$ cat config.mk
export PLATFORM = sky130hd
export DESIGN_NAME = note_scroller
export DESIGN_NICKNAME = d
export VERILOG_FILES = /design/src/rtl/note_scroller.sv
export SDC_FILE = /design/constraint.sdc
export NUM_CORES = 1
export LEC_CHECK = 0
export BUFFER_PORTS_ARGS = -buffer_cell sky130_fd_sc_hd__buf_2
export CAP_MARGIN = 10
export CORE_MARGIN = 4
export CORE_UTILIZATION = 53
export CTS_CLUSTER_SIZE = 16
export DETAILED_ROUTE_END_ITERATION = 16
export GPL_TIMING_DRIVEN = 0
export PLACE_DENSITY = 0.78
export SETUP_SLACK_MARGIN = 0.5
export SYNTH_ARGS = -nofsm -noshare
export SYNTH_HDL_FRONTEND = slang
export SYNTH_SLANG_ARGS = --single-unit
$ cat constraint.sdc
create_clock -name frame_clk -period 7.8 [get_ports frame_clk]
set_input_delay 1.56 -clock frame_clk [delete_from_list [all_inputs] [get_ports frame_clk]]
set_output_delay 1.56 -clock frame_clk [all_outputs]
set_load 0.01 [all_outputs]
$ cat src/rtl/note_scroller.sv
// Per-frame falling-note engine: moves up to NUM_SLOTS notes, judges key presses
// against the hit window and keeps score/combo for the HUD.
module note_scroller #(
    parameter int NUM_SLOTS  = 8,
    parameter int NOTE_SPEED = 2,
    parameter int SPAWN_Y    = 0,
    parameter int HIT_Y      = 420,
    parameter int HIT_WIN    = 12
) (
    input  logic                    frame_clk,
    input  logic                    Reset,
    input  logic [7:0]              keycode,
    input  logic [9:0]              lane_x0,
    input  logic [9:0]              lane_x1,
    input  logic [9:0]              lane_x2,
    input  logic [9:0]              lane_x3,
    input  logic [9:0]              lane_x4,
    input  logic                    spawn_valid,
    input  logic [2:0]              spawn_lane,
    output logic                    spawn_ready,
    output logic [NUM_SLOTS-1:0]    note_active,
    output logic [10*NUM_SLOTS-1:0] note_x,
    output logic [10*NUM_SLOTS-1:0] note_y,
    output logic                    hit_pulse,
    output logic                    miss_pulse,
    output logic [15:0]             score,
    output logic [7:0]              combo
);

    localparam int         IDXW   = (NUM_SLOTS > 1) ? $clog2(NUM_SLOTS) : 1;
    localparam logic [9:0] WIN_LO = 10'(HIT_Y - HIT_WIN);
    localparam logic [9:0] WIN_HI = 10'(HIT_Y + HIT_WIN);
    localparam logic [9:0] SPEED  = 10'(NOTE_SPEED);
    localparam logic [9:0] START  = 10'(SPAWN_Y);

    logic [NUM_SLOTS-1:0] active;
    logic [2:0]           lane [NUM_SLOTS];
    logic [9:0]           y    [NUM_SLOTS];
    logic [7:0]           key_prev;

    logic                 press;
    logic [2:0]           press_lane;
    logic [NUM_SLOTS-1:0] miss_vec;
    logic [NUM_SLOTS-1:0] cand_vec;
    logic                 hit_found;
    logic [IDXW-1:0]      hit_idx;
    logic                 free_found;
    logic [IDXW-1:0]      free_idx;
    logic                 spawn_write;
    logic [16:0]          score_sum;
    logic [15:0]          score_next;

    // A press is only the first frame a new nonzero keycode appears; unmapped keys are ignored.
    always_comb begin
        press      = 1'b0;
        press_lane = 3'd0;
        if (keycode != 8'h00 && keycode != key_prev) begin
            case (keycode)
                8'h04: begin press = 1'b1; press_lane = 3'd0; end
                8'h16: begin press = 1'b1; press_lane = 3'd1; end
                8'h07: begin press = 1'b1; press_lane = 3'd2; end
                8'h0D: begin press = 1'b1; press_lane = 3'd3; end
                8'h0E: begin press = 1'b1; press_lane = 3'd4; end
                default: ;
            endcase
        end
    end

    always_comb begin
        miss_vec = '0;
        cand_vec = '0;
        for (int i = 0; i < NUM_SLOTS; i++) begin
            miss_vec[i] = active[i] && (y[i] > WIN_HI);
            cand_vec[i] = press && active[i] && (lane[i] == press_lane) &&
                          (y[i] >= WIN_LO) && (y[i] <= WIN_HI);
        end
    end

    // Scanning downward lets the lowest-index match win for both hits and free slots.
    always_comb begin
        hit_found  = 1'b0;
        hit_idx    = '0;
        free_found = 1'b0;
        free_idx   = '0;
        for (int i = NUM_SLOTS - 1; i >= 0; i--) begin
            if (cand_vec[i]) begin
                hit_found = 1'b1;
                hit_idx   = IDXW'(i);
            end
            if (!active[i]) begin
                free_found = 1'b1;
                free_idx   = IDXW'(i);
            end
        end
    end

    assign spawn_ready = free_found;
    assign spawn_write = spawn_valid && free_found && (spawn_lane <= 3'd4);

    always_comb begin
        score_sum  = {1'b0, score} + ((combo >= 8'd10) ? 17'd20 : 17'd10);
        score_next = score_sum[16] ? 16'hFFFF : score_sum[15:0];
    end

    always_ff @(posedge frame_clk) begin
        if (!Reset) begin
            active     <= '0;
            for (int i = 0; i < NUM_SLOTS; i++) begin
                lane[i] <= 3'd0;
                y[i]    <= 10'd0;
            end
            score      <= 16'd0;
            combo      <= 8'd0;
            hit_pulse  <= 1'b0;
            miss_pulse <= 1'b0;
            key_prev   <= 8'h00;
        end else begin
            for (int i = 0; i < NUM_SLOTS; i++) begin
                if (active[i]) begin
                    if (miss_vec[i]) begin
                        active[i] <= 1'b0;
                    end else if (hit_found && hit_idx == IDXW'(i)) begin
                        active[i] <= 1'b0;
                    end else begin
                        y[i] <= y[i] + SPEED;
                    end
                end
            end
            // The chosen slot was inactive before this edge, so it never collides with the update above.
            if (spawn_write) begin
                active[free_idx] <= 1'b1;
                lane[free_idx]   <= spawn_lane;
                y[free_idx]      <= START;
            end
            hit_pulse  <= hit_found;
            miss_pulse <= |miss_vec;
            if (hit_found) begin
                score <= score_next;
            end
            if (|miss_vec) begin
                combo <= 8'd0;
            end else if (hit_found && combo != 8'hFF) begin
                combo <= combo + 8'd1;
            end
            key_prev <= keycode;
        end
    end

    always_comb begin
        note_active = active;
        note_x      = '0;
        note_y      = '0;
        for (int i = 0; i < NUM_SLOTS; i++) begin
            if (active[i]) begin
                case (lane[i])
                    3'd0:    note_x[10*i +: 10] = lane_x0;
                    3'd1:    note_x[10*i +: 10] = lane_x1;
                    3'd2:    note_x[10*i +: 10] = lane_x2;
                    3'd3:    note_x[10*i +: 10] = lane_x3;
                    3'd4:    note_x[10*i +: 10] = lane_x4;
                    default: note_x[10*i +: 10] = 10'd0;
                endcase
                note_y[10*i +: 10] = y[i];
            end
        end
    end

endmodule
==> flow_metrics.tcl <==
set metrics [dict create \
    setup_tns_ns 0 \
    fillers 1939 \
    syn_inst 1498 \
    switchingPower_uw 524 \
    pwr-share-seq_pct 41.3 \
    cp.required_ns 8.11 \
    async_reset_ff_share_pct 0 \
    utilization_pct 63.0 \
    fin_skew_ns 0.0136 \
    drc_errors 0 \
    cts-htree-levels 4 \
    path_max_fanout 10 \
    ys_warn_count 0 \
    hold_path_end "y[4][8]$_SDFFE_PP0P_" \
    cts.repair.resized 0 \
    synth_edf_count 24 \
    vias 12800 \
    drt_pre_antenna_iters 6 \
    status "finished, final reports clean" \
    pin_count 259 \
    min_period_ns 4.93 \
    timing.rr.end "y[4][1]$_SDFFE_PP0P_" \
    nNetsFinal 1816 \
    intPower_mw 1.27 \
    hold_viol_final 0 \
    final_cell_mix "buf_2, nor2_1, a21oi_1" \
    grt.overflow.total 0 \
    max_stage_delay_ns 0.71 \
    rrSetupSlack_ns 4.02 \
    core_mm2 0.0210 \
    cts_tree "built" \
    routed_via_density 6.32 \
    grt_usage_pct 33.2 \
    p_clk_share_pct 43.1 \
    clk_latency_ns 0.44 \
    cap_violations 0 \
    p_sw_share_pct 29.2 \
    place_congestion 1.06 \
    cellPowerDensity_mw_per_mm2 136 \
    crit_type "in -> reg" \
    worstHoldPathCells 2 \
    area_delta_synth_final_pct 17.5 \
    avgSynthCellArea_um2 7.50 \
    die_h_um 154 \
    cp.arrival_ns 5.24 \
    cts.clk_slew.worst_paths_ns 0.06 \
    yosysSeqAreaShare_pct 26.7 \
    grt_antenna_before_repair 1 \
    path_delay_family "compound AO/OA/AOI/OAI gates" \
    place_hpwl_um 30900 \
    rsz0062_at_grt "no" \
    hold_start "y[4][8]$_SDFFE_PP0P_" \
    wl_per_cell_um 20.4 \
    dieArea_mm2 0.0236 \
    yosysUniqueCellTypes 83 \
    synth-seq-cells 138 \
    r2r_start "y[3][3]$_SDFFE_PP0P_" \
    drt_iter0_markers 1057 \
    first_global_vias 12000 \
    diodes 0 \
    netlist_area_mm2 0.0112 \
    holdCritPathClass "reg -> reg" \
    fmax_mhz 203 \
    worst_pin_slew_ns 1.31 \
    endpoint_kind "register" \
    share_comb_of_total_power_pct 15.6 \
    cts_setup_buffers 0 \
    die_w_um 154 \
    cts_max_path_buffers 2 \
    reg2reg_depth 10 \
    crit_chain "buf_2, or4b_1, clkbuf_1, buf_2, o21ai_0, nand3_1, a211oi_1, a221o_1, nand3_1, a31oi_1, nand2_1, mux2i_1" \
    critPathBufInv 3 \
    p_leak_nw 5.39 \
    finalMaxSlewViolations 0 \
    initial_core_util_pct 53.6 \
    num_rows 53 \
    clock_sinks 138 \
    root_buffer "clkbuf_16" \
    drt-total-wl_um 41200 \
    ant_nets 0 \
    startpoint_type "input pin" \
    finalCritPeriodShare_pct 63.2 \
    final_layout_size_suffix_gt1_share_pct 15.9 \
    cts_buffers 17 \
    mostFrequentLayoutCell "buf_2" \
    vdd_drop_max_mv 0.139 \
    hold_buffers 0 \
    synthFlopType "dfxtp_1" \
    port_buffers 197 \
    relSlewSlack_pct 11.8 \
    setup_viol 0 \
    grt_pass1_wl_um 63700 \
    p_total_mw 1.79 \
    cp_slowest_cell "a211oi_1" \
    grt_start_max_net_pins 17 \
]
cell type report:
type	count	area, um^2	area share (%)
clock buffer	19	443	3.36
multi-input combinational	1196	7570	57.3
timing repair buffer	205	1030	7.79
sequential	138	3000	22.7
buffer	129	541	4.09
inverter	42	158	1.19
tap	275	344	2.61
clock inverter	13	115	0.872
metrics by stage:
| step | hold slack, ns | cell area [um^2] | setup WS [ns] | instances |
|---|---|---|---|---|
| after floorplan | 0.426 | 11300 | 3.33 | 1505 |
| after global placement | 0.442 | 12600 | 2.55 | 1977 |
| after detailed placement | 0.449 | 12600 | 2.59 | 1979 |
| after CTS | 0.458 | 13200 | 2.98 | 2011 |
| after global routing | 0.476 | 13200 | 2.76 | 2017 |
| final | 0.457 | 13200 | 2.87 | 2017 |
sequential cells by signal, summed over array words and instances (netlist names):
register and cells:
key_prev 8, score 16, y 72, lane 24
hit_pulse 1, note_active 8, miss_pulse 1, combo 8
synth_stat cells (27+ instances only):
| library cell | n | area [um^2] |
|---|---|---|
| a22oi_1 | 82 | 616 |
| buf_1 | 42 | 158 |
| a21oi_1 | 199 | 996 |
| xor2_1 | 27 | 236 |
| mux2i_1 | 87 | 871 |
| dfxtp_1 | 114 | 2280 |
| and2_1 | 104 | 651 |
| nor2_1 | 203 | 762 |
| nand2_1 | 84 | 315 |
| inv_1 | 39 | 146 |
| clkbuf_1 | 70 | 263 |
| o21ai_0 | 37 | 185 |
kinds of logic after synthesis:
| logic type | after synthesis | share of synthesized area, % |
|---|---|---|
| mux | 89 | 7.95 |
| flops | 138 | 26.7 |
| compound gates | 440 | 25.1 |
| simple gates | 583 | 27.0 |
| buf+inv | 171 | 6.21 |
| other cells | 1 | 0.0334 |
| fa+ha+maj | 23 | 2.63 |
| xor+xnor | 53 | 4.27 |
power by group through the flow:
| stage | Clock (mW) | Combinational (mW) | Sequential (mW) |
|---|---|---|---|
| 6_report | 0.773 | 0.280 | 0.742 |
| 5_1_grt | 0.809 | 0.299 | 0.743 |
| 4_1_cts | 0.773 | 0.269 | 0.742 |
| 3_5_place_dp | 0 | 0.268 | 0.757 |
| 3_3_place_gp | 0 | 0.263 | 0.756 |
| 2_1_floorplan | 0 | 0.188 | 0.755 |
worst max path at each step:
stage                     from                    to  slack (ns)  cells after the start
floorplan           keycode[0]  y[5][1]$_SDFFE_PP0P_        3.33                     10
global route        keycode[5]  y[4][1]$_SDFFE_PP0P_        2.76                     12
global placement    keycode[5]  y[3][4]$_SDFFE_PP0P_        2.55                     10
CTS                 keycode[5]  y[4][1]$_SDFFE_PP0P_        2.98                     12
finish              keycode[5]  y[4][1]$_SDFFE_PP0P_        2.87                     12
detailed placement  keycode[5]  y[4][1]$_SDFFE_PP0P_        2.59                     12
metal layers:
layer	global-route usage, %	share of wire, %	up-vias
li1	-	-	5878
met1	40.6	38	5888
met2	54.2	45	794
met3	7.54	10	194
met4	17.7	5.7	0
met5	0	0	-
tightest hold or removal path: stages, from the launching register on:
cell and delay, ns:
dfxtp_1 0.32, nand2_1 0.06, nand2_1 0.04
No activity file was read; power rests on OpenSTA's default activity.
